$ cat src/rtl/bp_fe_nonsynth_pc_gen_replayer.sv
// Replays a recorded pc_gen trace into the frontend: each record drives an IF0 source
// strobe and is checked against the live IF2 fetch PC/validity three stages later.
module bp_fe_nonsynth_pc_gen_replayer #(
    parameter int vaddr_width_p = 39,
    parameter int cnt_width_p   = 16
) (
    input  logic                     clk_i,
    input  logic                     reset_li,
    input  logic                     freeze_i,
    input  logic                     start_i,
    input  logic                     rec_v_i,
    output logic                     rec_ready_o,
    input  logic                     rec_last_i,
    input  logic [2:0]               rec_src_i,
    input  logic                     rec_fetch_v_i,
    input  logic [vaddr_width_p-1:0] rec_pc_i,
    output logic                     src_redirect_o,
    output logic                     src_override_ras_o,
    output logic                     src_override_branch_o,
    output logic                     src_btb_taken_branch_o,
    input  logic                     fetch_v_i,
    input  logic [vaddr_width_p-1:0] fetch_pc_i,
    output logic                     mismatch_o,
    output logic [cnt_width_p-1:0]   mismatch_cnt_o,
    output logic [cnt_width_p-1:0]   underflow_cnt_o,
    output logic [cnt_width_p-1:0]   cycle_cnt_o,
    output logic [vaddr_width_p-1:0] first_bad_pc_o,
    output logic [cnt_width_p-1:0]   first_bad_cycle_o,
    output logic                     error_o,
    output logic                     done_o
);
    typedef enum logic [1:0] {ST_IDLE, ST_RUN, ST_DRAIN, ST_DONE} state_e;

    state_e                   r_state;
    state_e                   w_state_nxt;
    logic                     r_vld_p1, r_vld_p2, r_vld_p3;
    logic                     r_fv_p1, r_fv_p2, r_fv_p3;
    logic [2:0]               r_src_p1;
    logic [vaddr_width_p-1:0] r_pc_p1, r_pc_p2, r_pc_p3;
    logic                     r_mismatch;
    logic                     r_error;
    logic [cnt_width_p-1:0]   r_mm_cnt, r_uf_cnt, r_cyc_cnt, r_first_cyc;
    logic [vaddr_width_p-1:0] r_first_pc;
    logic                     w_accept, w_underflow, w_counting, w_mismatch;

    function automatic logic [cnt_width_p-1:0] sat_inc(input logic [cnt_width_p-1:0] x);
        return (&x) ? x : x + cnt_width_p'(1);
    endfunction

    assign w_accept    = rec_v_i & rec_ready_o;
    assign w_underflow = (r_state == ST_RUN) & ~freeze_i & ~rec_v_i;
    assign w_counting  = ((r_state == ST_RUN) | (r_state == ST_DRAIN)) & ~freeze_i;
    assign w_mismatch  = r_vld_p3 & ~freeze_i &
                         ((fetch_v_i != r_fv_p3) | (r_fv_p3 & (fetch_pc_i != r_pc_p3)));

    always_ff @(posedge clk_i or negedge reset_li) begin
        if (!reset_li)
            r_state <= ST_IDLE;
        else if (!freeze_i)
            r_state <= w_state_nxt;
    end

    // DRAIN ends on the edge that checks the last entry in S3, so S3 is not waited on.
    always_comb begin
        w_state_nxt = r_state;
        case (r_state)
            ST_IDLE:  if (start_i) w_state_nxt = ST_RUN;
            ST_RUN:   if (w_accept && rec_last_i) w_state_nxt = ST_DRAIN;
            ST_DRAIN: if (!r_vld_p1 && !r_vld_p2) w_state_nxt = ST_DONE;
            default:  w_state_nxt = r_state;
        endcase
    end

    always_comb begin
        rec_ready_o            = (r_state == ST_RUN) & ~freeze_i;
        done_o                 = (r_state == ST_DONE);
        src_redirect_o         = 1'b0;
        src_override_ras_o     = 1'b0;
        src_override_branch_o  = 1'b0;
        src_btb_taken_branch_o = 1'b0;
        if (r_vld_p1) begin
            case (r_src_p1)
                3'd1:    src_redirect_o         = 1'b1;
                3'd2:    src_override_ras_o     = 1'b1;
                3'd3:    src_override_branch_o  = 1'b1;
                3'd4:    src_btb_taken_branch_o = 1'b1;
                default: ;
            endcase
        end
    end

    // S1 -> S2 -> S3 valid chain
    always_ff @(posedge clk_i or negedge reset_li) begin
        if (!reset_li) begin
            r_vld_p1 <= 1'b0;
            r_vld_p2 <= 1'b0;
            r_vld_p3 <= 1'b0;
        end else if (!freeze_i) begin
            r_vld_p1 <= w_accept;
            r_vld_p2 <= r_vld_p1;
            r_vld_p3 <= r_vld_p2;
        end
    end

    always_ff @(posedge clk_i) begin
        if (!freeze_i) begin
            r_src_p1 <= rec_src_i;
            r_fv_p1  <= rec_fetch_v_i;
            r_pc_p1  <= rec_pc_i;
            r_fv_p2  <= r_fv_p1;
            r_pc_p2  <= r_pc_p1;
            r_fv_p3  <= r_fv_p2;
            r_pc_p3  <= r_pc_p2;
        end
    end

    // S3 check results and statistics
    always_ff @(posedge clk_i or negedge reset_li) begin
        if (!reset_li) begin
            r_mismatch  <= 1'b0;
            r_error     <= 1'b0;
            r_mm_cnt    <= '0;
            r_uf_cnt    <= '0;
            r_cyc_cnt   <= '0;
            r_first_pc  <= '0;
            r_first_cyc <= '0;
        end else begin
            r_mismatch <= w_mismatch;
            if (w_accept && (rec_src_i[2:1] == 2'b11))
                r_error <= 1'b1;
            if (w_underflow)
                r_uf_cnt <= sat_inc(r_uf_cnt);
            if (w_counting)
                r_cyc_cnt <= r_cyc_cnt + cnt_width_p'(1);
            if (w_mismatch) begin
                r_mm_cnt <= sat_inc(r_mm_cnt);
                if (r_mm_cnt == '0) begin
                    r_first_pc  <= fetch_pc_i;
                    r_first_cyc <= r_cyc_cnt;
                end
            end
        end
    end

    assign mismatch_o        = r_mismatch;
    assign mismatch_cnt_o    = r_mm_cnt;
    assign underflow_cnt_o   = r_uf_cnt;
    assign cycle_cnt_o       = r_cyc_cnt;
    assign first_bad_pc_o    = r_first_pc;
    assign first_bad_cycle_o = r_first_cyc;
    assign error_o           = r_error;

endmodule

$ cat config.mk
export PLATFORM = sky130hd
export DESIGN_NAME = bp_fe_nonsynth_pc_gen_replayer
export DESIGN_NICKNAME = d
export VERILOG_FILES = /design/src/rtl/bp_fe_nonsynth_pc_gen_replayer.sv
export SDC_FILE = /design/constraint.sdc
export NUM_CORES = 1
export LEC_CHECK = 0
export BUFFER_PORTS_ARGS = -buffer_cell sky130_fd_sc_hd__buf_4
export CORE_AREA = 5 5 198 200
export CTS_CLUSTER_SIZE = 16
export DETAILED_ROUTE_END_ITERATION = 10
export DIE_AREA = 0 0 203 205
export GPL_TIMING_DRIVEN = 0
export SYNTH_ARGS = -nofsm -noshare
export SYNTH_HDL_FRONTEND = slang
export SYNTH_SLANG_ARGS = --single-unit
$ cat constraint.sdc
create_clock -name clk_i -period 3.3 [get_ports clk_i]
set_input_delay 0 -clock clk_i [delete_from_list [all_inputs] [get_ports clk_i]]
set_output_delay 0 -clock clk_i [all_outputs]
set_load 0.01 [all_outputs]
* After elaboration in Yosys (flattened, before gate mapping)
Index checks and enable logic that the tools add are counted.
** Cells by class
- $add $sub $neg :: 3
- $mul :: 0
- Divide/modulo/power cells :: 0
- Order comparisons :: 0
- Eq/ne operators :: 13
- Shift operators :: 0
- Muxes and demuxes :: 12
- Bitwise operators :: 13
- Reductions and logical operators :: 14
** Operator list (number)
- $add 16x1->16 const B :: 3
- $ne 39x39->1 :: 1
- $reduce_and 16->1 :: 2
- $logic_not 16->1 :: 1
- $mux 1 :: 8
- $and 1x1->1 :: 7
- $eq 2x2->1 const B :: 3
- $eq 3x2->1 const B :: 2
- $mux 2 :: 3
- $pmux 2 s3 :: 1
- $reduce_and 2->1 :: 3
- $reduce_and 5->1 :: 1
- $ne 2x1->1 const B :: 2
- $not 1->1 :: 4
- $eq 3x1->1 const B :: 1
- $eq 3x3->1 const B :: 1
- $logic_and 1x1->1 :: 3
- $reduce_bool 3->1 :: 1
- $eq 2x1->1 const B :: 1
- $logic_not 1->1 :: 2
- $logic_not 2->1 :: 1
- $ne 2x2->1 const B :: 1
- $or 1x1->1 :: 2
- $ne 1x1->1 :: 1
** Storage, ports and cells
- Register bits :: 233
- Bits in latches :: 0
- RAM bits :: 0
- Bits in read-only memories :: 0
- Output and inout port bits :: 111
- Word-level logic and storage cells :: 73
- Memories kept :: 0

* Depth between registers and ports, before layout
- Depth in word-level cells :: 6
- Depth in mapped cells :: 8
- Gate-level depth less buffers :: 8

* Least setup slack after synthesis
OpenSTA, ideal clock, no wires.
- Kind :: in2reg
- Start :: input freeze_i
- End :: register r_first_cyc[0], in the netlist first_bad_cycle_o[0]
- Library setup time :: 125 ps
- Arrival time :: 4438 ps
- Slack :: -1263 ps
- Stages :: 7
- Path buffers :: 3
- Cells stage by stage :: clkbuf_1 inv_1 o211ai_1 or4_1 buf_6 buf_12 mux2_4
** On the way
- Longest elaborated chain between the ends :: 4
** RTL lines
- from (decl) :: RTL line 9 : input logic freeze_i,
- $not 1->1 (no source line)
- $and 1x1->1 (2 in a row) :: RTL line 53 : assign w_mismatch = r_vld_p3 & ~freeze_i &
- $reduce_and 2->1 (no source line)
- to (signal assigned) :: RTL line 139 : r_first_cyc <= r_cyc_cnt;
- to (decl) :: RTL line 42 : logic [cnt_width_p-1:0] r_mm_cnt, r_uf_cnt, r_cyc_cnt, r_first_cyc;
Every way passes these cells.
A chain may end at the register's enable or synchronous reset.

* Worst setup path after layout
- Start :: register r_pc_p3[34]
- End :: register r_first_pc[19], in the netlist first_bad_pc_o[19]
** On the way
- Longest elaborated chain between the ends :: 5
** RTL lines
- from (decl) :: RTL line 39 : logic [vaddr_width_p-1:0] r_pc_p1, r_pc_p2, r_pc_p3;
- from (signal assigned) :: RTL line 113 : r_pc_p3 <= r_pc_p2;
- $ne 39x39->1 :: RTL line 54 : ((fetch_v_i != r_fv_p3) | (r_fv_p3 & (fetch_pc_i != r_pc_p3)));
- $and 1x1->1 :: RTL line 54
- $or 1x1->1 :: RTL line 54
- $and 1x1->1 :: RTL line 53
- $reduce_and 2->1 (no source line)
- to (signal assigned) :: RTL line 138 : r_first_pc <= fetch_pc_i;
- to (decl) :: RTL line 43 : logic [vaddr_width_p-1:0] r_first_pc;
Every way passes these cells.

==> summary.md <==
| Metric | Value |
|---|---|
| Fin. Hold Viols | 0 |
| Ys async rst share | 0.472 |
| Port bufs | 198 |
| Max FO, Critical Path | 10 |
| CP max stage cell | nor4_1 |
| Crit path buffers/inverters | 3 |
| TNS Setup | 0 ns |
| WP data arrival | 3.33 ns |
| Mapped Area | 9180 sq um |
| Ant. Diodes | 0 |
| R2r worst-path depth | 9 |
| Max_cap viols | 0 |
| #FFs+latches synth | 233 |
| Setup violators final | 0 |
| IO Count | 200 |
| Post-Syn Area per Cell | 16.4 sq um |
| Slowest stage delay, CP | 0.46 ns |
| Cell Chain, Critical Path | xor2_1 > nor4_1 > nand4_1 > nor4_4 > buf_4 > or4_1 > buf_6 > buf_12 > mux2_4 |
| WP depth | 9 |
| Post-route ant nets | 0 |
| Fin area | 13,200 sq um |
| HP Class | input port to flip-flop |
| CTS Buf Count | 27 |
| Post-DP HPWL | 15,000 microns |
| Global-route wire length before repair | 33,100 microns |
| Initial drt markers | 201 |
| Nets | 981 |
| Largest net degree at the start of global routing | 71 |
| RSZ-0062 raised after global routing | no |
| Fmax | 345 MHz |
| PwrDens | 628 nW/um^2 |
| P_leak | 5.86 nW |
| Final cell count without fillers | 1,379 |
| Total track usage | 0.102 |
| Die W | 203 microns |
| CP startpoint kind | flip-flop |
| EDFF count, synth | 123 |
| Die area | 41,600 sq um |
| Clk Latency, worst-skew pair | 0.55 ns |
| Vias in the first global route | 5,797 |
| Drt total wl | 21,900 microns |
| Status | completed |
| Placed cell count | 1,235 |
| Tmin final | 2.90 ns |
| Crit path required time | 3.73 ns |
| Clock skew | 0.0197 ns |
| Worst Setup End Kind | flip-flop |
| Cell area after placement | 11,300 sq um |
| Vias per std cell | 4.08 |
| Syn nets | 657 |
| H-tree Lvls | 1 |
| Final Max Slew Viols | 0 |
| Min-delay src | fetch_v_i |
| Layout cells sized above 1 | 0.358 |
| Placer Congestion | 0.746 |
| Worst VDD drop | 0.000367 V |
| CTS Root Cell | clkbuf_16 |
| Post-CTS sizing | 0 |
| Fin crit share | 0.879 |
| Power Total | 0.00829 W |
| CTS Sinks | 233 |
| WS Path Type | flip-flop to flip-flop |
| Via count | 5,628 |
| Tightest Pin Transition | 0.873 ns |
| Initial Util | 0.247 |
| Wire per inst | 15.9 microns |
| # DRC | 0 |
| Synthesis-to-finish area growth | 43.8% |
| Worst reg2reg setup slack | 0.40 ns |
| Pre-antenna DRT Iters | 4 |
| Sequential area share after synthesis | 0.702 |
| Post-Route Utilization | 0.355 |
| Synth warnings | 0 |
| FP Rows | 71 |
| Crit Reg-Reg Startpoint | r_pc_p3[34] |
| Min-Delay Path Depth | 3 |
| Die height | 205 microns |
| Core ar. | 37,200 sq um |
| Ys flop type | edfxtp_1 |
| Clock tree buffer depth | 3 |
| Count of different cell masters after synthesis | 46 |
| Family with the most delay on the worst path | simple AND/OR/NAND/NOR gates |
| Reg clk slew, reported paths | 0.06 ns |
| Max-slew headroom | 0.417 |
| RR Endpoint | first_bad_pc_o[19] |
| Syn Inst Count | 560 |
| Grt total ovfl | 0 |
| CTS tree | done |
| Hold EP | mismatch_o |
| Initial antenna violation count | 0 |
synthesized netlist by cell type, types with 10 or more instances:
| cell type | n | area [sq um] |
|---|---|---|
| inv_1 | 14 | 52.6 |
| mux2_4 | 50 | 751 |
| nand2_1 | 33 | 124 |
| xor2_1 | 44 | 385 |
| nand3_1 | 25 | 125 |
| nor4_1 | 12 | 75.1 |
| nand4_1 | 10 | 62.6 |
| dfrtp_1 | 110 | 2750 |
| xnor2_1 | 20 | 175 |
| edfxtp_1 | 123 | 3690 |
| nor2_1 | 22 | 82.6 |
| mux2_2 | 16 | 180 |
worst register-to-register path, stage by stage (launching register included):
cell	delay (ns)
edfxtp_1	0.37
xor2_1	0.17
nor4_1	0.46
nand4_1	0.32
nor4_4	0.33
buf_4	0.18
or4_1	0.16
buf_6	0.23
buf_12	0.23
mux2_4	0.32
metrics by stage:
step / worst slack, ns / hold slack (ns)
2_1_floorplan: 0.0169 / -0.296
3_3_place_gp: -1.33 / 0.179
3_5_place_dp: -0.0550 / -0.0348
4_1_cts: 0.0550 / 0.000854
5_1_grt: 0.159 / 0.0359
6_report: 0.400 / 0.0296
sequential cells by signal, indices dropped and copies added (netlist names):
register,flops
error_o,1
r_pc_p1,39
r_vld_p1,1
r_vld_p2,1
r_fv_p1,1
r_pc_p2,39
r_fv_p3,1
r_vld_p3,1
mismatch_cnt_o,16
first_bad_pc_o,39
cycle_cnt_o,16
mismatch_o,1
r_fv_p2,1
first_bad_cycle_o,16
r_state,2
r_src_p1,3
r_pc_p3,39
underflow_cnt_o,16
what timing repair did:
action,in CTS,in global routing
setup endpoints to repair,50,45
buffers inserted,0,3
hold buffers,91,0
gates cloned,0,0
pin swaps,1,1
endpoints found under the hold margin,204,0
area by class of cell:
type	count	area, sq um
buffer	8	123
clock buffer	31	691
clock inverter	19	218
fill	3461	24000
inverter	14	56.3
multi-input combinational	305	2560
sequential	233	6450
tap	474	593
timing repair buffer	295	2510
cells in the final DEF, fill, tap and decap left out, types with 3 or more instances in the layout:
cell type / instances
nor3_1: 5
ha_1: 8
nor4_1: 12
clkbuf_1: 5
mux2_4: 50
clkbuf_16: 27
clkinv_1: 4
inv_1: 13
and4_1: 4
xor2_1: 44
nand4_1: 10
clkinv_2: 6
nor2b_1: 8
bufinv_16: 4
and3_1: 4
buf_4: 200
dfrtp_1: 110
nand2_1: 33
clkinvlp_4: 3
nor2_1: 22
dlygate4sd3_1: 90
xnor2_1: 20
o21ai_0: 4
nand2b_1: 8
a21oi_1: 3
nand3_1: 25
buf_12: 7
edfxtp_1: 123
mux2_2: 16
logic make-up after synthesis:
| kind of cell | count (synthesis) | share of synthesized area |
|---|---|---|
| xor gates and xnor gates | 64 | 0.0611 |
| DFF | 233 | 0.702 |
| buffers and inverters | 22 | 0.0187 |
| and+or+nand+nor | 142 | 0.0822 |
| muxes | 67 | 0.102 |
| AOI/OAI and AO/OA | 24 | 0.0226 |
| adders and majority gates | 8 | 0.0109 |
per-layer routing:
| metal | up-vias | share of wire | track usage |
|---|---|---|---|
| met1 | 2739 | 0.42 | 0.129 |
| met4 | 0 | 0.022 | 0.0264 |
| met2 | 166 | 0.49 | 0.171 |
| met3 | 32 | 0.066 | 0.0288 |
| met5 | - | 0 | 0 |
| li1 | 2691 | - | - |
power by group:
group / switching, W / internal, W / total (W)
sequential: 0.000299 / 0.00347 / 0.00377
combinational: 0.000606 / 0.000874 / 0.00148
clock: 0.00121 / 0.00183 / 0.00304
worst max path at each step:
stage	startpoint	endpoint	slack, ns
floorplan	freeze_i	first_bad_cycle_o[0]	0.02
global placement	freeze_i	first_bad_pc_o[19]	-1.33
detailed placement	r_pc_p3[5]	first_bad_pc_o[32]	-0.05
CTS	r_pc_p3[5]	first_bad_pc_o[32]	0.06
global route	r_pc_p3[34]	first_bad_pc_o[19]	0.16
finish	r_pc_p3[34]	first_bad_pc_o[19]	0.40
Power figures use the tool's default switching activity.
